==> config.mk <==
export PLATFORM = sky130hd
export DESIGN_NAME = mac_sequencer_flat
export DESIGN_NICKNAME = d
export VERILOG_FILES = /design/src/rtl/mac_pkg.sv /design/src/rtl/mac_sequencer_if.sv /design/src/rtl/mac_valid_pipe.sv /design/src/rtl/mac_sequencer.sv /design/src/flat_wrapper.sv
export SDC_FILE = /design/constraint.sdc
export NUM_CORES = 1
export LEC_CHECK = 0
export ABC_CLOCK_PERIOD_IN_PS = 3000
export CAP_MARGIN = 25
export CORE_MARGIN = 2
export CORE_UTILIZATION = 25
export DETAILED_ROUTE_END_ITERATION = 6
export PLACE_DENSITY_LB_ADDON = 0.15
export SLEW_MARGIN = 5
export SYNTH_ARGS = -nofsm -noshare
export SYNTH_HDL_FRONTEND = slang
export SYNTH_SLANG_ARGS = --single-unit
==> constraint.sdc <==
create_clock -name clk -period 3 [get_ports clk]
set_input_delay 0.3 -clock clk [delete_from_list [all_inputs] [get_ports clk]]
set_output_delay 0.3 -clock clk [all_outputs]
set_load 0.01 [all_outputs]
==> src/rtl/mac_pkg.sv <==
// Shared types and widths for the MAC sequencer slice.
package mac_pkg;

    localparam int LANE_W    = 16;
    localparam int OP_W      = 8;
    localparam int MAC_OUT_W = 16;

    typedef enum logic [2:0] {
        IDLE,
        FILL,
        ISSUE,
        DRAIN,
        DONE
    } state_e;

endpackage

==> src/rtl/mac_sequencer_if.sv <==
// Job, operand-stream, MAC and result signals of the sequencer.
// The slave modport is the sequencer's view; the master modport is the view
// of the environment around it (job source, operand source, MAC, result sink).
interface mac_sequencer_if
    import mac_pkg::*;
#(
    parameter int N     = 4,
    parameter int LW    = 8,
    parameter int ACC_W = 24
);

    logic                  start;
    logic [LW-1:0]         len;
    logic                  busy;
    logic                  in_valid;
    logic                  in_ready;
    logic [OP_W-1:0]       in_a;
    logic [OP_W-1:0]       in_b;
    logic [LANE_W*N-1:0]   mac_in;
    logic [MAC_OUT_W-1:0]  mac_out;
    logic                  res_valid;
    logic                  res_ready;
    logic [ACC_W-1:0]      res_data;

    modport master (
        output start, len, in_valid, in_a, in_b, mac_out, res_ready,
        input  busy, in_ready, mac_in, res_valid, res_data
    );

    modport slave (
        input  start, len, in_valid, in_a, in_b, mac_out, res_ready,
        output busy, in_ready, mac_in, res_valid, res_data
    );

endinterface

==> src/rtl/mac_valid_pipe.sv <==
// DEPTH-deep 1-bit delay line tagging which MAC cycles carry a real result.
// valid_o is the tag leaving the line this cycle; pending_o reports tags that
// will still be in flight after this cycle.
module mac_valid_pipe #(
    parameter int DEPTH = 1
) (
    input  logic clk,
    input  logic clear_i,
    input  logic push_i,
    output logic valid_o,
    output logic pending_o
);

    logic [DEPTH-1:0] tag_q;
    logic [DEPTH-1:0] tag_d;

    generate
        if (DEPTH == 1) begin : g_single
            assign tag_d     = push_i;
            assign pending_o = 1'b0;
        end else begin : g_multi
            assign tag_d     = {tag_q[DEPTH-2:0], push_i};
            assign pending_o = |tag_q[DEPTH-2:0];
        end
    endgenerate

    assign valid_o = tag_q[DEPTH-1];

    // Shift the tags one stage per cycle; clear drops everything in flight.
    always_ff @(posedge clk) begin
        if (clear_i) begin
            tag_q <= '0;
        end else begin
            tag_q <= tag_d;
        end
    end

endmodule

==> src/rtl/mac_sequencer.sv <==
// Packs streamed operand pairs N at a time into one external MAC and sums the
// returned partial products into a wide dot-product result.
module mac_sequencer
    import mac_pkg::*;
#(
    parameter int N       = 4,
    parameter int MAC_LAT = 1,
    parameter int LW      = 8,
    parameter int ACC_W   = 24
) (
    input logic           clk,
    input logic           rst,
    mac_sequencer_if.slave bus
);

    localparam int               IDX_W    = (N > 1) ? $clog2(N) : 1;
    localparam logic [IDX_W-1:0] LAST_IDX = IDX_W'(N - 1);

    state_e                   state_q, state_d;
    logic [LW-1:0]            remaining_q, remaining_d;
    logic [IDX_W-1:0]         idx_q, idx_d;
    logic [N-1:0][LANE_W-1:0] lanes_q, lanes_d;
    logic [ACC_W-1:0]         acc_q, acc_d;
    logic                     accept;
    logic                     issue;
    logic                     tagValid;
    logic                     tagPending;

    assign accept = (state_q == FILL) && bus.in_valid;

    mac_valid_pipe #(
        .DEPTH(MAC_LAT)
    ) u_tag_pipe (
        .clk      (clk),
        .clear_i  (rst),
        .push_i   (issue),
        .valid_o  (tagValid),
        .pending_o(tagPending)
    );

    // State register.
    always_ff @(posedge clk) begin
        if (rst) begin
            state_q <= IDLE;
        end else begin
            state_q <= state_d;
        end
    end

    // Next-state logic; a group closes when the last lane fills or the job runs out.
    always_comb begin
        state_d = state_q;
        case (state_q)
            IDLE: begin
                if (bus.start) begin
                    state_d = (bus.len != '0) ? FILL : DONE;
                end
            end
            FILL: begin
                if (accept && ((idx_q == LAST_IDX) || (remaining_q == LW'(1)))) begin
                    state_d = ISSUE;
                end
            end
            ISSUE: begin
                state_d = (remaining_q != '0) ? FILL : DRAIN;
            end
            DRAIN: begin
                if (!tagPending) begin
                    state_d = DONE;
                end
            end
            DONE: begin
                if (bus.res_ready) begin
                    state_d = IDLE;
                end
            end
            default: state_d = IDLE;
        endcase
    end

    // Outputs decoded from the current state; mac_in is quiet except in ISSUE.
    always_comb begin
        issue         = (state_q == ISSUE);
        bus.busy      = (state_q != IDLE);
        bus.in_ready  = (state_q == FILL);
        bus.res_valid = (state_q == DONE);
        bus.mac_in    = issue ? lanes_q : '0;
    end

    assign bus.res_data = acc_q;

    // Datapath next values: lane packing, job countdown and accumulation.
    always_comb begin
        remaining_d = remaining_q;
        idx_d       = idx_q;
        lanes_d     = lanes_q;
        acc_d       = acc_q;
        if (tagValid) begin
            acc_d = acc_q + ACC_W'(bus.mac_out);
        end
        case (state_q)
            IDLE: begin
                if (bus.start) begin
                    remaining_d = bus.len;
                    acc_d       = '0;
                end
            end
            FILL: begin
                if (accept) begin
                    lanes_d[idx_q] = {bus.in_b, bus.in_a};
                    idx_d          = idx_q + IDX_W'(1);
                    remaining_d    = remaining_q - LW'(1);
                end
            end
            ISSUE: begin
                lanes_d = '0;
                idx_d   = '0;
            end
            default: ;
        endcase
    end

    // Datapath registers.
    always_ff @(posedge clk) begin
        if (rst) begin
            remaining_q <= '0;
            idx_q       <= '0;
            lanes_q     <= '0;
            acc_q       <= '0;
        end else begin
            remaining_q <= remaining_d;
            idx_q       <= idx_d;
            lanes_q     <= lanes_d;
            acc_q       <= acc_d;
        end
    end

endmodule

==> src/flat_wrapper.sv <==
// flat-port wrapper written by rule: the top's interface ports become plain ports
module mac_sequencer_flat import mac_pkg::*;
#(
    parameter int N       = 4,
    parameter int MAC_LAT = 1,
    parameter int LW      = 8,
    parameter int ACC_W   = 24
)
  (clk, rst, bus_start, bus_len, bus_in_valid, bus_in_a, bus_in_b, bus_mac_out, bus_res_ready, bus_busy, bus_in_ready, bus_mac_in, bus_res_valid, bus_res_data);
  mac_sequencer_if #(.N(N), .LW(LW), .ACC_W(ACC_W)) bus_i ();
  input logic clk;
  input logic rst;
  input wire logic [$bits(bus_i.start)-1:0] bus_start;
  input wire logic [$bits(bus_i.len)-1:0] bus_len;
  input wire logic [$bits(bus_i.in_valid)-1:0] bus_in_valid;
  input wire logic [$bits(bus_i.in_a)-1:0] bus_in_a;
  input wire logic [$bits(bus_i.in_b)-1:0] bus_in_b;
  input wire logic [$bits(bus_i.mac_out)-1:0] bus_mac_out;
  input wire logic [$bits(bus_i.res_ready)-1:0] bus_res_ready;
  output wire logic [$bits(bus_i.busy)-1:0] bus_busy;
  output wire logic [$bits(bus_i.in_ready)-1:0] bus_in_ready;
  output wire logic [$bits(bus_i.mac_in)-1:0] bus_mac_in;
  output wire logic [$bits(bus_i.res_valid)-1:0] bus_res_valid;
  output wire logic [$bits(bus_i.res_data)-1:0] bus_res_data;
  assign bus_i.start = bus_start;
  assign bus_i.len = bus_len;
  assign bus_i.in_valid = bus_in_valid;
  assign bus_i.in_a = bus_in_a;
  assign bus_i.in_b = bus_in_b;
  assign bus_i.mac_out = bus_mac_out;
  assign bus_i.res_ready = bus_res_ready;
  assign bus_busy = bus_i.busy;
  assign bus_in_ready = bus_i.in_ready;
  assign bus_mac_in = bus_i.mac_in;
  assign bus_res_valid = bus_i.res_valid;
  assign bus_res_data = bus_i.res_data;
  mac_sequencer #(.N(N), .MAC_LAT(MAC_LAT), .LW(LW), .ACC_W(ACC_W)) u_core (.clk(clk), .rst(rst), .bus(bus_i));
endmodule
; ---- After elaboration in Yosys (flattened, before gate mapping)
; Cells that the tools add are included.
[totals]
ff_bits = 102
[classes]
n_addsub = 3
n_lt_le_gt_ge = 2
n_eq_ne = 10
muxes = 20
n_reduce_logical = 13
[op_table]
columns = op, n
row1 = 2-to-1 mux 64 bit, 2
row2 = case mux 64 bit (2 select lines), 1
row3 = 2-to-1 mux 24 bit, 3
row4 = bitwise mux 64 bit, 1
row5 = demux 16 bit (select 2 bit), 1
row6 = adder 24 x 16 -> 24 bit, 1
row7 = 2-to-1 mux 16 bit, 1
row8 = 2-to-1 mux 8 bit, 2
row9 = case mux 8 bit (2 select lines), 1
row10 = nonzero test 8 bit, 2
row11 = case mux 3 bit (5 select lines), 1
row12 = 2-to-1 mux 3 bit, 4
row13 = equality test 8 x 1 -> 1 bit (second input constant), 1
row14 = subtractor 8 x 1 -> 8 bit (second input constant), 1
row15 = equality test 3 x 2 -> 1 bit (second input constant), 2
row16 = AND reduction 3 bit, 2
row17 = 2-to-1 mux 2 bit, 2
row18 = inequality test 2 x 1 -> 1 bit (second input constant), 2
row19 = inequality test 2 bit (second input constant), 2
row20 = case mux 2 bit (2 select lines), 1
row21 = nonzero test 2 bit, 2
row22 = equality test 3 x 1 -> 1 bit (second input constant), 1
row23 = equality test 3 bit (second input constant), 1
row24 = logical AND 1 bit, 3
row25 = other kinds (8), 8

; ---- Longest topological paths before layout
[depth]
depth_word = 7
depth_mapped = 10

; ---- Hierarchy
; From an unflattened synthesis, not the netlist that was laid out.
[unflattened]
hier_cells = 707
area_unflattened_um2 = 5454.0
[modules_own_cells]
columns = module, n_inst, cells_per_inst, area_each_um2
row1 = mac_sequencer, 1, 703, 5408.9
row2 = mac_valid_pipe, 1, 4, 45.0

; ---- Least setup slack after synthesis
; Ideal clock, no wire load.
[synth_path]
kind = reg2reg
start = reg u_core.acc_q[0] (netlist: u_core.bus.res_data[0])
end = reg u_core.acc_q[16] (netlist: u_core.bus.res_data[16])
t_arrival_ns = 2.352
required_ns = 2.868
setup_slack_ns = 0.516
path_stages_with_launch = 10
n_path_buf = 0
synth_period_minus_slack_ns = 2.484
cell_sequence = dfxtp_1 > ha_1 > fa_1 > a211o_1 > a211o_1 > a211oi_2 > o21ai_2 > a31oi_4 > or3_1 > a21oi_2
[synth_via]
elab_chain_cells = 4
[synth_lines]
columns = item, line_no
row1 = from (decl), mac_sequencer.sv:23  ; logic [ACC_W-1:0] acc_q, acc_d;
row2 = from (signal assigned), mac_sequencer.sv:129  ; acc_q <= '0;
row3 = from (signal assigned), mac_sequencer.sv:134  ; acc_q <= acc_d;
row4 = adder 24 x 16 -> 24 bit *, mac_sequencer.sv:99  ; acc_d = acc_q + ACC_W'(bus.mac_out);
row5 = 2-to-1 mux 24 bit *, mac_sequencer.sv:98  ; if (tagValid) begin
row6 = 2-to-1 mux 24 bit, mac_sequencer.sv:103  ; if (bus.start) begin
row7 = 2-to-1 mux 24 bit *, mac_sequencer.sv:101  ; case (state_q)
; Every way passes the cells marked *; elsewhere a longest branch is shown, timed or not.
; A chain may end at the register's enable or synchronous reset.

; ---- Worst setup path in the final report
[layout_path]
start = in bus_mac_out[0]
end = reg u_core.acc_q[16] (netlist: u_core.bus.res_data[16])
[layout_via]
elab_chain_cells = 4
[layout_lines]
columns = item, line_no
row1 = from (decl), flat_wrapper.sv:18  ; input wire logic [$bits(bus_i.mac_out)-1:0] bus_mac_out;
row2 = adder 24 x 16 -> 24 bit *, mac_sequencer.sv:99
row3 = 2-to-1 mux 24 bit *, mac_sequencer.sv:98
row4 = 2-to-1 mux 24 bit, mac_sequencer.sv:103
row5 = 2-to-1 mux 24 bit *, mac_sequencer.sv:101
; Marked as above.

==> impl_metrics.env <==
export IMPL_final_hold_violation_count=0
export IMPL_portBuffers=135
export IMPL_die_area_um2=22200
export IMPL_cts_htree_levels=3
export IMPL_startpoint_type="input port"
export IMPL_post_drt_wl_per_cell_um=15.9
export IMPL_fin_crit_ns=2.62
export IMPL_fmax_mhz=381
export IMPL_cts_root_buffer="clkbuf_16"
export IMPL_period_share_pct=87.5
export IMPL_ys_warnings_count=0
export IMPL_drtAntennaViolNets=0
export IMPL_antenna_found_initial=0
export IMPL_final_area_um2=7200
export IMPL_cellLeakagePower_nw=2.77
export IMPL_final_max_slew_viol_count=0
export IMPL_via_per_inst=4.73
export IMPL_critPathKind="input port to register"
export IMPL_avgSynthCellArea_um2=7.73
export IMPL_via_count=5054
export IMPL_ys_flop_type="dfxtp_1"
export IMPL_total_power_mw=3.09
export IMPL_cp_data_required_time_ns=3.24
export IMPL_fin_nets=857
export IMPL_cts_buffers=9
export IMPL_syn_inst=680
export IMPL_max_slew_margin_pct=53.1
export IMPL_clk_latency_ns=0.36
export IMPL_path_clk_slew_ns=0.07
export IMPL_synth_area_leaders="dfxtp_1 (39%), nand2_1 (10%), and3_1 (8.8%)"
export IMPL_cts_sinks=102
export IMPL_arrival_ns=2.87
export IMPL_drtIter0Drc=186
export IMPL_setup_viol=0
export IMPL_post_cts_setup_buffers=0
export IMPL_finClkSkew_ns=0.0107
export IMPL_yosysTopAreaCell="dfxtp_1"
export IMPL_initial_core_util_pct=25.3
export IMPL_grt_pass1_vias=4875
export IMPL_drc=0
export IMPL_fp_row_count=53
export IMPL_worst_path_max_fanout=8
export IMPL_cts_buffer_depth=2
export IMPL_grt_usage_pct=15.4
export IMPL_area_growth_pct=37.0
export IMPL_powerDensity_nw_per_um2=429
export IMPL_layout_commonest_cell="nand2_1"
export IMPL_postCtsHoldBufs=0
export IMPL_fin_tns_setup_ns=0
export IMPL_yosysSeqAreaShare_pct=38.8
export IMPL_yosysUniqueCellTypes=54
export IMPL_synth_top_area_share_pct=38.8
export IMPL_wl_mm=17.0
export IMPL_hold_class="register to register"
export IMPL_cts_tree="built"
export IMPL_grt_max_degree=55
export IMPL_grt_setup_unrepaired="no"
export IMPL_core_area_um2=20800
export IMPL_cap_violations=0
export IMPL_cp_end_kind="register"
export IMPL_synthArstFlopShare_pct=0
export IMPL_grt_overflow_total=0
export IMPL_die_h_um=149
export IMPL_vdd_drop_max_uv=255
export IMPL_place_area_um2=6900
export IMPL_ioPinCount=136
export IMPL_drt_pass1_iter_count=4
export IMPL_gp_congestion=0.778
export IMPL_layout_drive_gt1_share_pct=5.16
export IMPL_finalCoreUtilization_pct=34.6
export IMPL_worst_slew_pin_slew_ns=0.701
export IMPL_status="complete, no violations"
export IMPL_ys_seq_elements=102
export IMPL_antenna_cells=0
export IMPL_synth_area_um2=5260
export IMPL_synth_edf_count=0
export IMPL_synth_fp_nets=748
export IMPL_dp_hpwl_mm=11.9
export IMPL_dieWidth_um=149
export IMPL_final_cell_mix="nand2_1 (146), clkdlybuf4s50_1 (135), dfxtp_1 (101), a21oi_1 (89), and3_1 (74)"
export IMPL_grt_pass1_wl_mm=27.0
export IMPL_ctsResizeCount=0
[cell usage after synthesis (all sizes together), types with 2 or more instances]
cell type  number
o21bai          2
ha             22
or3             7
buf             7
o31ai           2
a211o           5
o21ai          19
nor3b           3
o21a            4
nor4            4
o22ai           2
nor3            6
a21o            8
nand2b          2
a211oi          7
dfxtp         102
a221oi          2
nand3          15
o211ai          2
a31oi           2
nand2         146
a22oi           2
mux2i          13
nand4           6
a21oi          91
and3           74
nor2           38
a21boi          2
clkbuf         42
inv            15
xnor2          13
[metal layers]
layer	vias to the layer above	part of all wire (%)	track usage [%]
li1	2581	-	-
met1	2328	48	21.5
met2	129	44	23.3
met3	16	6.0	4.68
met4	0	1.2	3.76
met5	-	0	0
[cell type report]
| cell class | count | area [µm²] |
|---|---|---|
| clock inverters | 5 | 46.3 |
| clock buffers | 11 | 253 |
| multi-input cells | 514 | 2980 |
| inverters | 15 | 56.3 |
| well taps | 275 | 344 |
| repair buffers | 147 | 1480 |
| fillers | 2258 | 13600 |
| flip-flops and latches | 102 | 2040 |
[worst max-delay path: stages]
cell,delay [ns]
clkdlybuf4s50_1,0.41
ha_1,0.21
fa_1,0.39
a211o_1,0.32
a211o_1,0.29
a211oi_2,0.32
o21ai_2,0.13
a31oi_4,0.29
or3_1,0.16
a21oi_2,0.05
[state kept, by name, summed over array words and instances, names as in the netlist]
name and flops:
u_core.bus.res_data 24, u_core.idx_q 2, u_core.lanes_q 64, u_core.remaining_q 8
u_core.state_q 3, u_core.u_tag_pipe.valid_o 1
[worst paths after layout]
path | start | slack, ns | cells past startpoint | end
max | bus_mac_out[0] | 0.38 | 10 | u_core.bus.res_data[16]$_SDFF_PP0_
min | u_core.lanes_q[57]$_SDFFE_PP0P_ | 0.45 | 2 | u_core.lanes_q[57]$_SDFFE_PP0P_
max reg2reg | u_core.bus.res_data[0]$_SDFF_PP0_ | 0.39 | 9 | u_core.bus.res_data[16]$_SDFF_PP0_
min reg2reg | u_core.lanes_q[57]$_SDFFE_PP0P_ | 0.45 | 2 | u_core.lanes_q[57]$_SDFFE_PP0P_
[logic make-up (layout without fill, tap and decap cells)]
logic type	after synthesis	count (layout)	synth area share, %
muxes	13	13	2.47
xor gates and xnor gates	14	14	2.33
adders and majority gates	23	23	5.61
buffers and inverters	64	178	4.66
DFF	102	102	38.8
AOI/OAI and AO/OA	157	157	18.6
and+or+nand+nor	307	307	27.5
[where the power goes]
group / internal (mW) / leakage (nW) / switching [mW]
Sequential: 1.39 / 0.825 / 0.0363
Combinational: 0.184 / 1.80 / 0.275
Clock: 0.626 / 0.149 / 0.577
[through the flow]
stage / setup slack, ns / hold WS, ns / instances
floorplan: 0.516 / 0.432 / 680
global placement: 0.0225 / 0.439 / 1053
detailed placement: 0.0119 / 0.444 / 1053
CTS: 0.389 / 0.455 / 1069
global route: 0.270 / 0.471 / 1069
finish: 0.376 / 0.452 / 1069
No activity file was read; power rests on OpenSTA's default activity.
